===== config.mk =====
export PLATFORM = sky130hd
export DESIGN_NAME = extmem_arbiter
export DESIGN_NICKNAME = d
export VERILOG_FILES = /design/src/rtl/extmem_arbiter.sv
export SDC_FILE = /design/constraint.sdc
export NUM_CORES = 1
export LEC_CHECK = 0
export BUFFER_PORTS_ARGS = -buffer_cell sky130_fd_sc_hd__buf_4
export CAP_MARGIN = 20
export CORE_AREA = 2 2 151 153
export CTS_CLUSTER_SIZE = 30
export DETAILED_ROUTE_END_ITERATION = 8
export DIE_AREA = 0 0 153 155
export HOLD_SLACK_MARGIN = 0.15
export PLACE_DENSITY = 0.54
export SYNTH_ARGS = -nofsm -noshare
export SYNTH_HDL_FRONTEND = slang
export SYNTH_SLANG_ARGS = --single-unit

===== constraint.sdc =====
create_clock -name clk -period 8.1 [get_ports clk]
set_input_delay 1.62 -clock clk [delete_from_list [all_inputs] [get_ports clk]]
set_output_delay 1.62 -clock clk [all_outputs]
set_load 0.03 [all_outputs]

===== src/rtl/extmem_arbiter.sv =====
`default_nettype none

`ifndef ADDR_EXT_RAM
`define ADDR_EXT_RAM 24
`endif
`ifndef DATA_EXT_RAM
`define DATA_EXT_RAM 32
`endif

// ============================================================================
// Module   : extmem_arbiter
// Brief    : Round-robin burst arbiter sharing one external memory port
//            between NUM_REQ requesters. One word per cycle; read data is
//            returned aligned to the memory's 1-cycle registered read.
// Revision : 1.0 - initial release
// ============================================================================
module extmem_arbiter #(
    parameter int NUM_REQ = 3,
    parameter int ADDR_W  = `ADDR_EXT_RAM,
    parameter int DATA_W  = `DATA_EXT_RAM,
    parameter int LEN_W   = 16
) (
    input  logic                      clk,
    input  logic                      rst_n,
    input  logic [NUM_REQ-1:0]        req,
    input  logic [NUM_REQ-1:0]        req_we,
    input  logic [NUM_REQ*ADDR_W-1:0] req_addr,
    input  logic [NUM_REQ*LEN_W-1:0]  req_len,
    input  logic [NUM_REQ-1:0]        wvalid,
    input  logic [NUM_REQ*DATA_W-1:0] wdata,
    output logic [NUM_REQ-1:0]        gnt,
    output logic [NUM_REQ-1:0]        wr_rdy,
    output logic [NUM_REQ-1:0]        rd_valid,
    output logic [DATA_W-1:0]         rd_data,
    output logic [NUM_REQ-1:0]        done,
    output logic                      mem_re,
    output logic [ADDR_W-1:0]         mem_rd_addr,
    input  logic [DATA_W-1:0]         mem_rd_data,
    output logic                      mem_we,
    output logic [ADDR_W-1:0]         mem_wr_addr,
    output logic [DATA_W-1:0]         mem_wr_data
);

    localparam int               c_IDX_W = (NUM_REQ > 1) ? $clog2(NUM_REQ) : 1;
    localparam logic [c_IDX_W:0] c_NUM   = (c_IDX_W + 1)'(NUM_REQ);

    localparam logic [1:0] c_IDLE  = 2'd0;
    localparam logic [1:0] c_BURST = 2'd1;
    localparam logic [1:0] c_DRAIN = 2'd2;
    localparam logic [1:0] c_DONE  = 2'd3;

    logic [1:0]         r_state;
    logic [1:0]         w_state_nxt;
    logic [NUM_REQ-1:0] r_gnt;
    logic               r_we_mode;
    logic [ADDR_W-1:0]  r_base;
    logic [LEN_W-1:0]   r_len;
    logic [LEN_W-1:0]   r_cnt;
    logic [c_IDX_W-1:0] r_rr_ptr;
    logic               r_re_q;

    logic               w_found;
    logic [c_IDX_W-1:0] w_win;
    logic [c_IDX_W:0]   w_idx;
    logic [NUM_REQ-1:0] w_win_oh;
    logic               w_win_we;
    logic [ADDR_W-1:0]  w_win_addr;
    logic [LEN_W-1:0]   w_win_len;
    logic [DATA_W-1:0]  w_wdata_sel;
    logic               w_wvalid_sel;
    logic               w_beat;
    logic               w_last;
    logic [ADDR_W-1:0]  w_addr;

    // Round-robin search: first active request after the last winner.
    always_comb begin
        w_found = 1'b0;
        w_win   = '0;
        w_idx   = '0;
        for (int k = 1; k <= NUM_REQ; k++) begin
            w_idx = {1'b0, r_rr_ptr} + (c_IDX_W + 1)'(k);
            if (w_idx >= c_NUM) begin
                w_idx = w_idx - c_NUM;
            end
            if (!w_found && req[w_idx[c_IDX_W-1:0]]) begin
                w_found = 1'b1;
                w_win   = w_idx[c_IDX_W-1:0];
            end
        end
    end

    // Slice muxes: winner's burst descriptor and granted requester's write word.
    always_comb begin
        w_win_oh     = '0;
        w_win_we     = 1'b0;
        w_win_addr   = '0;
        w_win_len    = '0;
        w_wdata_sel  = '0;
        w_wvalid_sel = 1'b0;
        for (int i = 0; i < NUM_REQ; i++) begin
            if (w_win == c_IDX_W'(i)) begin
                w_win_oh[i] = 1'b1;
                w_win_we    = req_we[i];
                w_win_addr  = req_addr[i*ADDR_W +: ADDR_W];
                w_win_len   = req_len[i*LEN_W +: LEN_W];
            end
            if (r_gnt[i]) begin
                w_wdata_sel  = w_wdata_sel | wdata[i*DATA_W +: DATA_W];
                w_wvalid_sel = w_wvalid_sel | wvalid[i];
            end
        end
    end

    // State register; reset aborts any burst in flight.
    always_ff @(posedge clk) begin
        if (!rst_n) begin
            r_state <= c_IDLE;
        end else begin
            r_state <= w_state_nxt;
        end
    end

    // Next-state and memory strobe decode.
    always_comb begin
        w_state_nxt = r_state;
        mem_re      = 1'b0;
        mem_we      = 1'b0;
        w_beat      = 1'b0;
        w_last      = (r_cnt == (r_len - LEN_W'(1)));
        case (r_state)
            c_IDLE: begin
                if (w_found) begin
                    w_state_nxt = (w_win_len == '0) ? c_DONE : c_BURST;
                end
            end
            c_BURST: begin
                if (r_we_mode) begin
                    mem_we = w_wvalid_sel;
                    w_beat = w_wvalid_sel;
                    if (w_beat && w_last) begin
                        w_state_nxt = c_DONE;
                    end
                end else begin
                    mem_re = 1'b1;
                    w_beat = 1'b1;
                    if (w_last) begin
                        w_state_nxt = c_DRAIN;
                    end
                end
            end
            c_DRAIN: w_state_nxt = c_DONE;
            c_DONE:  w_state_nxt = c_IDLE;
            default: w_state_nxt = c_IDLE;
        endcase
    end

    // Burst descriptor capture, beat counter, grant and read-valid pipeline.
    always_ff @(posedge clk) begin
        if (!rst_n) begin
            r_gnt     <= '0;
            r_we_mode <= 1'b0;
            r_base    <= '0;
            r_len     <= '0;
            r_cnt     <= '0;
            r_rr_ptr  <= c_IDX_W'(NUM_REQ - 1);
            r_re_q    <= 1'b0;
        end else begin
            r_re_q <= mem_re;
            case (r_state)
                c_IDLE: begin
                    if (w_found) begin
                        r_gnt     <= w_win_oh;
                        r_we_mode <= w_win_we;
                        r_base    <= w_win_addr;
                        r_len     <= w_win_len;
                        r_cnt     <= '0;
                        r_rr_ptr  <= w_win;
                    end
                end
                c_BURST: begin
                    if (w_beat) begin
                        r_cnt <= r_cnt + LEN_W'(1);
                    end
                end
                c_DONE:  r_gnt <= '0;
                default: ;
            endcase
        end
    end

    assign w_addr      = r_base + ADDR_W'(r_cnt);
    assign gnt         = r_gnt;
    assign wr_rdy      = mem_we ? r_gnt : '0;
    assign rd_valid    = r_re_q ? r_gnt : '0;
    assign rd_data     = mem_rd_data;
    assign done        = (r_state == c_DONE) ? r_gnt : '0;
    assign mem_rd_addr = w_addr;
    assign mem_wr_addr = w_addr;
    assign mem_wr_data = w_wdata_sel;

endmodule

`default_nettype wire


==> summary.md, run 1 <==
| Metric | Value |
|---|---|
| Total power draw | `2.856 mW` |
| CTS tree | `done` |
| Clock Tree Buf Depth | `2` |
| Min cycle time layout | `5.200 ns` |
| DR vias/cell | `a little under 5` |
| Die W | `153 um` |
| Die height | `155 um` |
| Fmax achieved | `0.1923 GHz` |
| Cell area after synthesis | `between 6000 and 7000 sq um` |
| Area Growth Syn to Fin | `40.82%` |
| Via count | `6366` |
| Share of cells above drive strength 1 | `34.89%` |
| Seq pwr share | `17.6%` |
| Wire per inst | `16.40 um` |
| Commonest cells in the netlist | `69 x nor2_1, 65 x dfxtp_1, 57 x buf_4, 53 x nand2_1, 51 x inv_1` |
| Post-route DRC | `0` |
| Synthesized area per cell | `7.654 sq um` |
| Gpl congestion | `a little over 0.8` |
| Vias in the first global route | `6078` |
| First-pass GRT wire length | `33270 um` |
| Worst hold path type | `reg2reg` |
| PostCTS Resize Cnt | `0` |
| Final Max Tran Viols | `0` |
| PD cells | `approximately 340 nW/um^2` |
| Core area | `approximately 22000 sq um` |
| Async set-reset flop share out of synthesis | `0%` |
| Ant diodes | `0` |
| Final wirelength | `21550 um` |
| Combinational share of power | `70.1%` |
| Worst-path cell chain | `ha_1, inv_1, fa_1, nor2b_1, o21ai_0, a21boi_0, o2111a_1, nor4b_1, o41a_1, nor2_1, xor2_1, buf_4` |
| Latest clock arrival within the worst-skew pair | `around 0.33 ns` |
| Max Cap Viol | `0` |
| EDFF count, synth | `0` |
| Crit-path leading delay family | `compound AO/OA/AOI/OAI gates` |
| Final instance area | `roughly 8500 sq um` |
| GR Util All Layers | `17.49%` |
| Internal Power | `1.387 mW` |
| Cells after Synth | `just under 800` |
| Non-filler cells, final | `1314` |
| Post-DP HPWL | `17040 um` |
| Placed Cells | `about 1.3k` |
| Sw frac | `roughly 51%` |
| Relative slew slack | `30.63%` |
| Warnings from Yosys | `0` |
| Placed instance area | `8244 sq um` |
| I/O pin total | `a little under 400` |
| Net switching power | `approximately 1.5 mW` |
| Worst VDD drop | `between 0.2 and 0.25 mV` |
| Pre-CTS setup slack | `3.248 ns` |
| CP max FO | `6` |
| Synth Flop Type | `dfxtp_1` |
| First-pass iteration count of the detailed router | `6` |
| Starting Density | `27.21%` |
| #FFs+latches synth | `65` |
| Clock sinks | `65` |
| Largest net degree at the start of global routing | `67` |
| CTS Buf Count | `9` |
| Setup Skew | `0.004808 ns` |
| Root Driver | `clkbuf_16` |
| Sequential-to-total area share from yosys stat | `between 20% and 30%` |
| Synth area leader | `dfxtp_1` |
| PortBufs | `320` |
| Full die area | `23720 sq um` |
| Worst setup SP type | `flop` |
| Status | `finished, final reports clean` |
| Gr ovfl total | `0` |
| H-tree levels | `3` |
| Starting DRC count in detailed routing | `412` |
| Fin crit share | `64.20%` |
| Actual slew at the worst max-slew pin | `approximately 1.0 ns` |
| Final Setup Violations | `0` |
| Reg clk slew, reported paths | `0.05 ns` |
| Post-synth net total | `1075` |
| Leakage power | `a little over 4 nW` |
| Dominant cells by area after synthesis | `dfxtp_1 22%, buf_4 7.1%, a222oi_1 5.5%, mux2i_1 5.3%, ha_1 5.2%` |
| Setup ws final | `2.900 ns` |
| Row count | `55` |
| Hold_buf cts | `0` |
| CP max-delay cell | `o41a_1` |
| Clk pwr share | `12.4%` |
| Sum of buffers and inverters on the critical path | `2` |
| Area fraction of the dominant cell type after synthesis | `~22%` |
| CP endpoint kind | `output pin` |
| Hold Vio Cnt, Final | `0` |
| Initial antenna violation count | `1` |
| Final Net Count | `1310` |
| RSZ-0062 raised after global routing | `no` |
| Top-count cell post-synth | `nor2_1` |
| Yosys cell types | `62` |
| Setup bufs post-CTS | `0` |
| CP Data Arrival Time | `approximately 3.6 ns` |
| Crit path kind | `reg2out` |
| Max incr delay on CP | `roughly 0.48 ns` |
| Antenna Nets Post-Route | `0` |
| Setup TNS | `0 ns` |
| Critical Path RT | `6.48 ns` |
registers in the layout (all words and copies together), names as in the netlist:
signal,flops
r_cnt,16
r_rr_ptr,2
gnt,3
r_we_mode,1
r_base,24
r_len,16
r_state,2
r_re_q,1
metal layers:
metal,vias up,track usage (%),routed length (um)
met4,2,4.894,301
li1,3255,-,-
met2,237,25.52,9059
met1,2851,25.02,10340
met5,-,0,11
met3,21,5.014,1841
worst min-delay path, delay by kind of cell, from the launching register on:
kind,cells,cell delay [ns]
simple gates,1,0.05
compound gates,1,0.07
flops,1,0.31
layout make-up:
class                      instances  area (sq um)
fill                            2320         13710
multi-input combinational        570          3940
timing repair buffer             328          2462
sequential                        65          1301
tap                              285         356.6
clock buffer                      12         246.5
inverter                          51         191.4
clock inverter                     3         17.52
placed cells by master, fill, tap and decap left out, types with 3 or more instances in the layout:
cell type,instances
a21boi_0,18
clkbuf_16,9
a222oi_1,33
nand3b_1,4
nand2b_1,11
o31ai_1,3
ha_1,25
buf_4,328
nor2_1,69
o21a_1,10
o221a_2,11
o211ai_1,3
nor4_1,5
nor2b_1,35
and2_1,16
dfxtp_1,65
nand4_1,8
mux2i_1,32
xnor2_1,32
nand2_1,52
or2_2,4
a211oi_1,25
nand3_1,13
a21oi_1,44
inv_1,51
nor4b_1,5
and3_1,6
or3_1,17
o21ai_0,16
xor2_1,20
nor3_1,15
cell families (layout without fill, tap and decap cells):
| kind of cell | Yosys count | in the layout | share of synthesized area (%) |
|---|---|---|---|
| simple gates | 270 | 270 | 23.22 |
| mux | 32 | 32 | 5.297 |
| flops | 65 | 65 | 21.52 |
| compound gates | 190 | 190 | 23.57 |
| buf+inv | 155 | 394 | 13.37 |
| fa+ha+maj | 26 | 26 | 5.504 |
| xor+xnor | 52 | 52 | 7.532 |
stage by stage:
step | hold WS [ns] | util, %
3_5_place_dp | 0.4763 | 37.09
5_1_grt | 0.5246 | 38.31
4_1_cts | 0.4831 | 38.28
2_1_floorplan | 0.4551 | -
3_3_place_gp | 0.4670 | 37.09
6_report | 0.4852 | 38.31
final timing paths:
check	start	endpoint	slack, ns	depth (start not counted)
setup / recovery	r_cnt[0]$_SDFFE_PN0P_	mem_wr_addr[22]	2.90	12
hold reg to reg	r_len[15]$_SDFFE_PN0P_	r_len[15]$_SDFFE_PN0P_	0.49	2
hold / removal	r_len[15]$_SDFFE_PN0P_	r_len[15]$_SDFFE_PN0P_	0.49	2
setup reg to reg	r_rr_ptr[0]$_SDFFE_PN0P_	r_state[1]$_SDFFE_PN0P_	4.78	11
power by group through the flow:
| stage | combinational (mW) | clock (mW) | sequential, mW |
|---|---|---|---|
| floorplan | 1.49 | 0 | 0.479 |
| global placement | 2.01 | 0 | 0.507 |
| detailed placement | 2.01 | 0 | 0.508 |
| CTS | 2.02 | 0.367 | 0.501 |
| global route | 2.21 | 0.382 | 0.516 |
| finish | 2.00 | 0.353 | 0.502 |
Power figures use the tool's default switching activity.
==> run 2, diff against run 1 <==
--- a/config.mk
+++ b/config.mk
@@ -5,6 +5,7 @@
 export SDC_FILE = /design/constraint.sdc
 export NUM_CORES = 1
 export LEC_CHECK = 0
+export ABC_AREA = 1
 export BUFFER_PORTS_ARGS = -buffer_cell sky130_fd_sc_hd__buf_4
 export CAP_MARGIN = 20
 export CORE_AREA = 2 2 151 153
==> constraint.sdc (replaced) <==
create_clock -name clk -period 5.1 [get_ports clk]
set_input_delay 1.02 -clock clk [delete_from_list [all_inputs] [get_ports clk]]
set_output_delay 1.02 -clock clk [all_outputs]
set_load 0.03 [all_outputs]
==> run 2 against run 1 <==
Compared with the run above: combinational power grew 98%; non-clock buffer count shrank 1; utilization grew 0.16 points; clock skew is essentially flat; worst hold slack gained 0.018 ns; clock power grew 73%; global-route usage grew 1.8 points; sequential power grew 60%; final area grew 0.41%; worst setup slack lost 2.3 ns; wire length grew 9.0%; largest power group unchanged; highest routed layer is now met4.
==> summary.md, run 2 <==
| Metric | Value |
|---|---|
| Status | `finished, final reports clean` |
| Hold Vio Cnt, Final | `0 (unchanged)` |
| Relative slew slack | `45.33% (+15 points)` |
| Gpl congestion | `0.8337 (+2.5%)` |
| Crit path kind | `reg2out` |
| Largest Register | `r_base` |
| Worst setup SP type | `flop` |
| Sw frac | `55.66% (+4.2 points)` |
| Yosys cell types | `45 (-27%)` |
| Full die area | `23720 sq um (unchanged)` |
| CP endpoint kind | `output pin` |
| Most frequent CP cell | `o21ai_0` |
| Sequential-to-total area share from yosys stat | `21.58% (+0.063 points)` |
| Placed Cells | `1492 (+15%)` |
| Initial antenna violation count | `0 (-1)` |
| Dominant cells by area after synthesis | `dfxtp_1 22%, nand2_1 17%, a21oi_1 7.6%, buf_4 7.0%, nand3_1 6.1%` |
| Clk pwr share | `11.3% (-1.1 points)` |
| Worst-path cell chain | `ha_1, inv_1, fa_1, nor3_1, nor2_1, o21ai_0, a31oi_1, o21ai_0, a21oi_1, o21ai_0, nand2_1, buf_4` |
| Hold path depth | `2 (unchanged)` |
| Leakage power | `4.323 nW (+5.2%)` |
| I/O pin total | `385 (unchanged)` |
| R2r setup slk | `1.50 ns (-3.28 ns)` |
| Setup bufs post-CTS | `0 (unchanged)` |
| Area Growth Syn to Fin | `41.81%` |
| Worst hold path type | `reg2reg` |
| Final Setup Violations | `0 (unchanged)` |
| Fillers | `2473 (+6.6%)` |
| #FFs+latches synth | `65 (unchanged)` |
| Async set-reset flop share out of synthesis | `0% (unchanged)` |
| Antenna Nets Post-Route | `0 (unchanged)` |
| PortBufs | `320 (unchanged)` |
| Max reg flops | `24 (unchanged)` |
| R2R depth | `11 (unchanged)` |
| Final wirelength | `23490 um (+9.0%)` |
| Latest clock arrival within the worst-skew pair | `0.34 ns (about the same)` |
| RR Startpoint | `r_rr_ptr[0]$_SDFFE_PN0P_` |
| CTS tree | `done` |
| Non-filler cells, final | `1508 (+15%)` |
| Die W | `153 um (unchanged)` |
| Commonest non-fill, non-tap cell in the layout | `buf_4` |
| CP Data Arrival Time | `3.47 ns (-0.11 ns)` |
| Cell area after synthesis | `6030 sq um (-0.29%)` |
| Internal Power | `2.380 mW (+72%)` |
| Synth area leader | `dfxtp_1` |
| Combinational share of power | `73.7% (+3.6 points)` |
| Post-DP HPWL | `18840 um (+11%)` |
| Min cycle time layout | `about 4.5 ns` |
| Max incr delay on CP | `0.41 ns (-0.07 ns)` |
| First-pass GRT wire length | `36890 um (+11%)` |
| CTS Buf Count | `9 (unchanged)` |
| Fin util | `38.47% (+0.16 points)` |
| Via count | `7120 (+12%)` |
| FF+latch area | `1301 sq um (unchanged)` |
| Ant diodes | `0 (unchanged)` |
| Synth Flop Type | `dfxtp_1` |
| Top-count cell post-synth | `nand2_1` |
| Gr ovfl total | `0 (unchanged)` |
| GR Util All Layers | `19.29% (+1.8 points)` |
| Cells after Synth | `975 (+23%)` |
| CP max FO | `5 (-1)` |
| Most frequent cells in the layout | `327 x buf_4, 273 x nand2_1, 91 x a21oi_1` |
| Reg clk slew, reported paths | `0.05 ns (about the same)` |
| First-pass iteration count of the detailed router | `5 (-1)` |
| Crit Reg-Reg Endpoint | `r_base[22]$_SDFFE_PN0P_` |
| Synthesized area per cell | `6.184 sq um (-19%)` |
| Clock Tree Buf Depth | `2 (unchanged)` |
| Area fraction of the dominant cell type after synthesis | `21.58% (+0.063 points)` |
| Commonest cells in the netlist | `273 x nand2_1, 91 x a21oi_1, 79 x inv_1, 74 x nand3_1, 68 x o21ai_0` |
| Wire per inst | `15.58 um (-5.0%)` |
| Row count | `55 (unchanged)` |
| PostCTS Resize Cnt | `0 (unchanged)` |
| Post-synth net total | `1260 (+17%)` |
| Starting Density | `27.13% (-0.079 points)` |
| CP max-delay cell | `fa_1` |
| Post-route DRC | `0 (unchanged)` |
| Actual slew at the worst max-slew pin | `0.8170 ns (-0.2236 ns)` |
| Final Net Count | `1503 (+15%)` |
| Die height | `155 um (unchanged)` |
| Largest net degree at the start of global routing | `51 (-24%)` |
| Top flop regs | `r_base (24), r_cnt (16), r_len (16)` |
| Hold_buf cts | `0 (unchanged)` |
| Vias in the first global route | `6918 (+14%)` |
| Hold EP | `r_base[23]$_SDFFE_PN0P_` |
| Multi-input logic area | `3829 sq um (-2.8%)` |
| Core area | `22230 sq um (unchanged)` |
| Final Max Tran Viols | `0 (unchanged)` |
| EDFF count, synth | `0 (unchanged)` |
| Setup TNS | `0 ns (unchanged)` |
| HP Start | `r_base[23]$_SDFFE_PN0P_` |
| Setup Skew | `0.005284 ns (+0.0004755 ns)` |
| Clock sinks | `65 (unchanged)` |
| PD cells | `627.8 nW/um^2 (+87%)` |
| H-tree levels | `3 (unchanged)` |
| Seq pwr share | `15.0% (-2.6 points)` |
| Share of cells above drive strength 1 | `29.93% (-5.0 points)` |
| Fin crit share | `88.05%` |
| Starting DRC count in detailed routing | `440 (+6.8%)` |
| Worst VDD drop | `0.3186 mV (+39%)` |
| Max Cap Viol | `0 (unchanged)` |
| Net switching power | `2.988 mW (+100%)` |
| Fmax achieved | `roughly 0.22 GHz` |
| Critical Path RT | `4.08 ns (-2.40 ns)` |
| Warnings from Yosys | `0 (unchanged)` |
| Root Driver | `clkbuf_16` |
| RSZ-0062 raised after global routing | `no` |
| DR vias/cell | `4.721 (-2.5%)` |
-- run 2: cell count changes in the layout (fill, tap and decap cells not counted), moves of 22 or more --
cell	delta
nand3_1	+61
a211oi_1	-22
a222oi_1	-33
nor2b_1	-35
inv_1	+28
mux2i_1	-32
nand2_1	+221
o21ai_0	+52
a21oi_1	+47
a22oi_1	+23
-- run 2: area by class of cell --
class,count,share of cell area (%)
Tap cell,285,4.170
Timing Repair Buffer,327,28.71
Clock buffer,14,3.322
Clock inverter,2,0.1171
Multi-Input combinational cell,732,44.78
Sequential cell,65,15.22
Inverter,83,3.687
-- run 2: cells by family (layout without fill, tap and decap cells) --
family	count (synthesis)	in the layout	share of synthesized area [%]
compound gates	203	203	18.78
fa+ha+maj	26	26	5.520
xor+xnor	45	45	6.765
buf+inv	178	426	14.92
simple gates	458	458	32.43
flops	65	65	21.58
-- run 2: power groups by stage --
stage,sequential (mW),combinational (mW),clock (mW)
finish,0.805,3.95,0.609
global route,0.827,4.42,0.647
CTS,0.804,4.01,0.624
detailed placement,0.813,4.00,0
global placement,0.812,3.99,0
floorplan,0.785,2.88,0
-- run 2: metrics by stage --
step	setup slack, ns	cell area, sq um	hold slack, ns	power (mW)
after floorplan	1.121	6030	0.4451	3.662
after global placement	1.137	8257	0.4940	4.805
after detailed placement	1.047	8257	0.5021	4.816
after CTS	0.6312	8551	0.5083	5.440
after global routing	0.2689	8551	0.5367	5.898
final	0.6094	8551	0.5032	5.368
-- run 2: critical path: cells and delay by family, from the launching register on --
family          cells  cell delay, ns
flops               1            0.38
buf+inv             2            0.26
simple gates        3            0.41
fa+ha+maj           2            0.64
compound gates      5            1.43
-- run 2: worst max-delay path by stage --
| stage | end | from | depth (start not counted) |
|---|---|---|---|
| floorplan | mem_wr_addr[16] | r_cnt[0]$_SDFFE_PN0P_ | 11 |
| global placement | mem_rd_addr[18] | r_cnt[0]$_SDFFE_PN0P_ | 12 |
| detailed placement | mem_wr_addr[16] | r_cnt[0]$_SDFFE_PN0P_ | 11 |
| CTS | mem_wr_addr[16] | r_cnt[0]$_SDFFE_PN0P_ | 11 |
| global route | mem_rd_addr[18] | r_cnt[0]$_SDFFE_PN0P_ | 12 |
| finish | mem_rd_addr[18] | r_cnt[0]$_SDFFE_PN0P_ | 12 |
-- run 2: per-layer routing --
layer / routed length (um) / GRT usage, %
met4: 633 / 6.041
met1: 10430 / 24.59
met5: 0 / 0
met2: 11130 / 32.82
met3: 1296 / 3.928
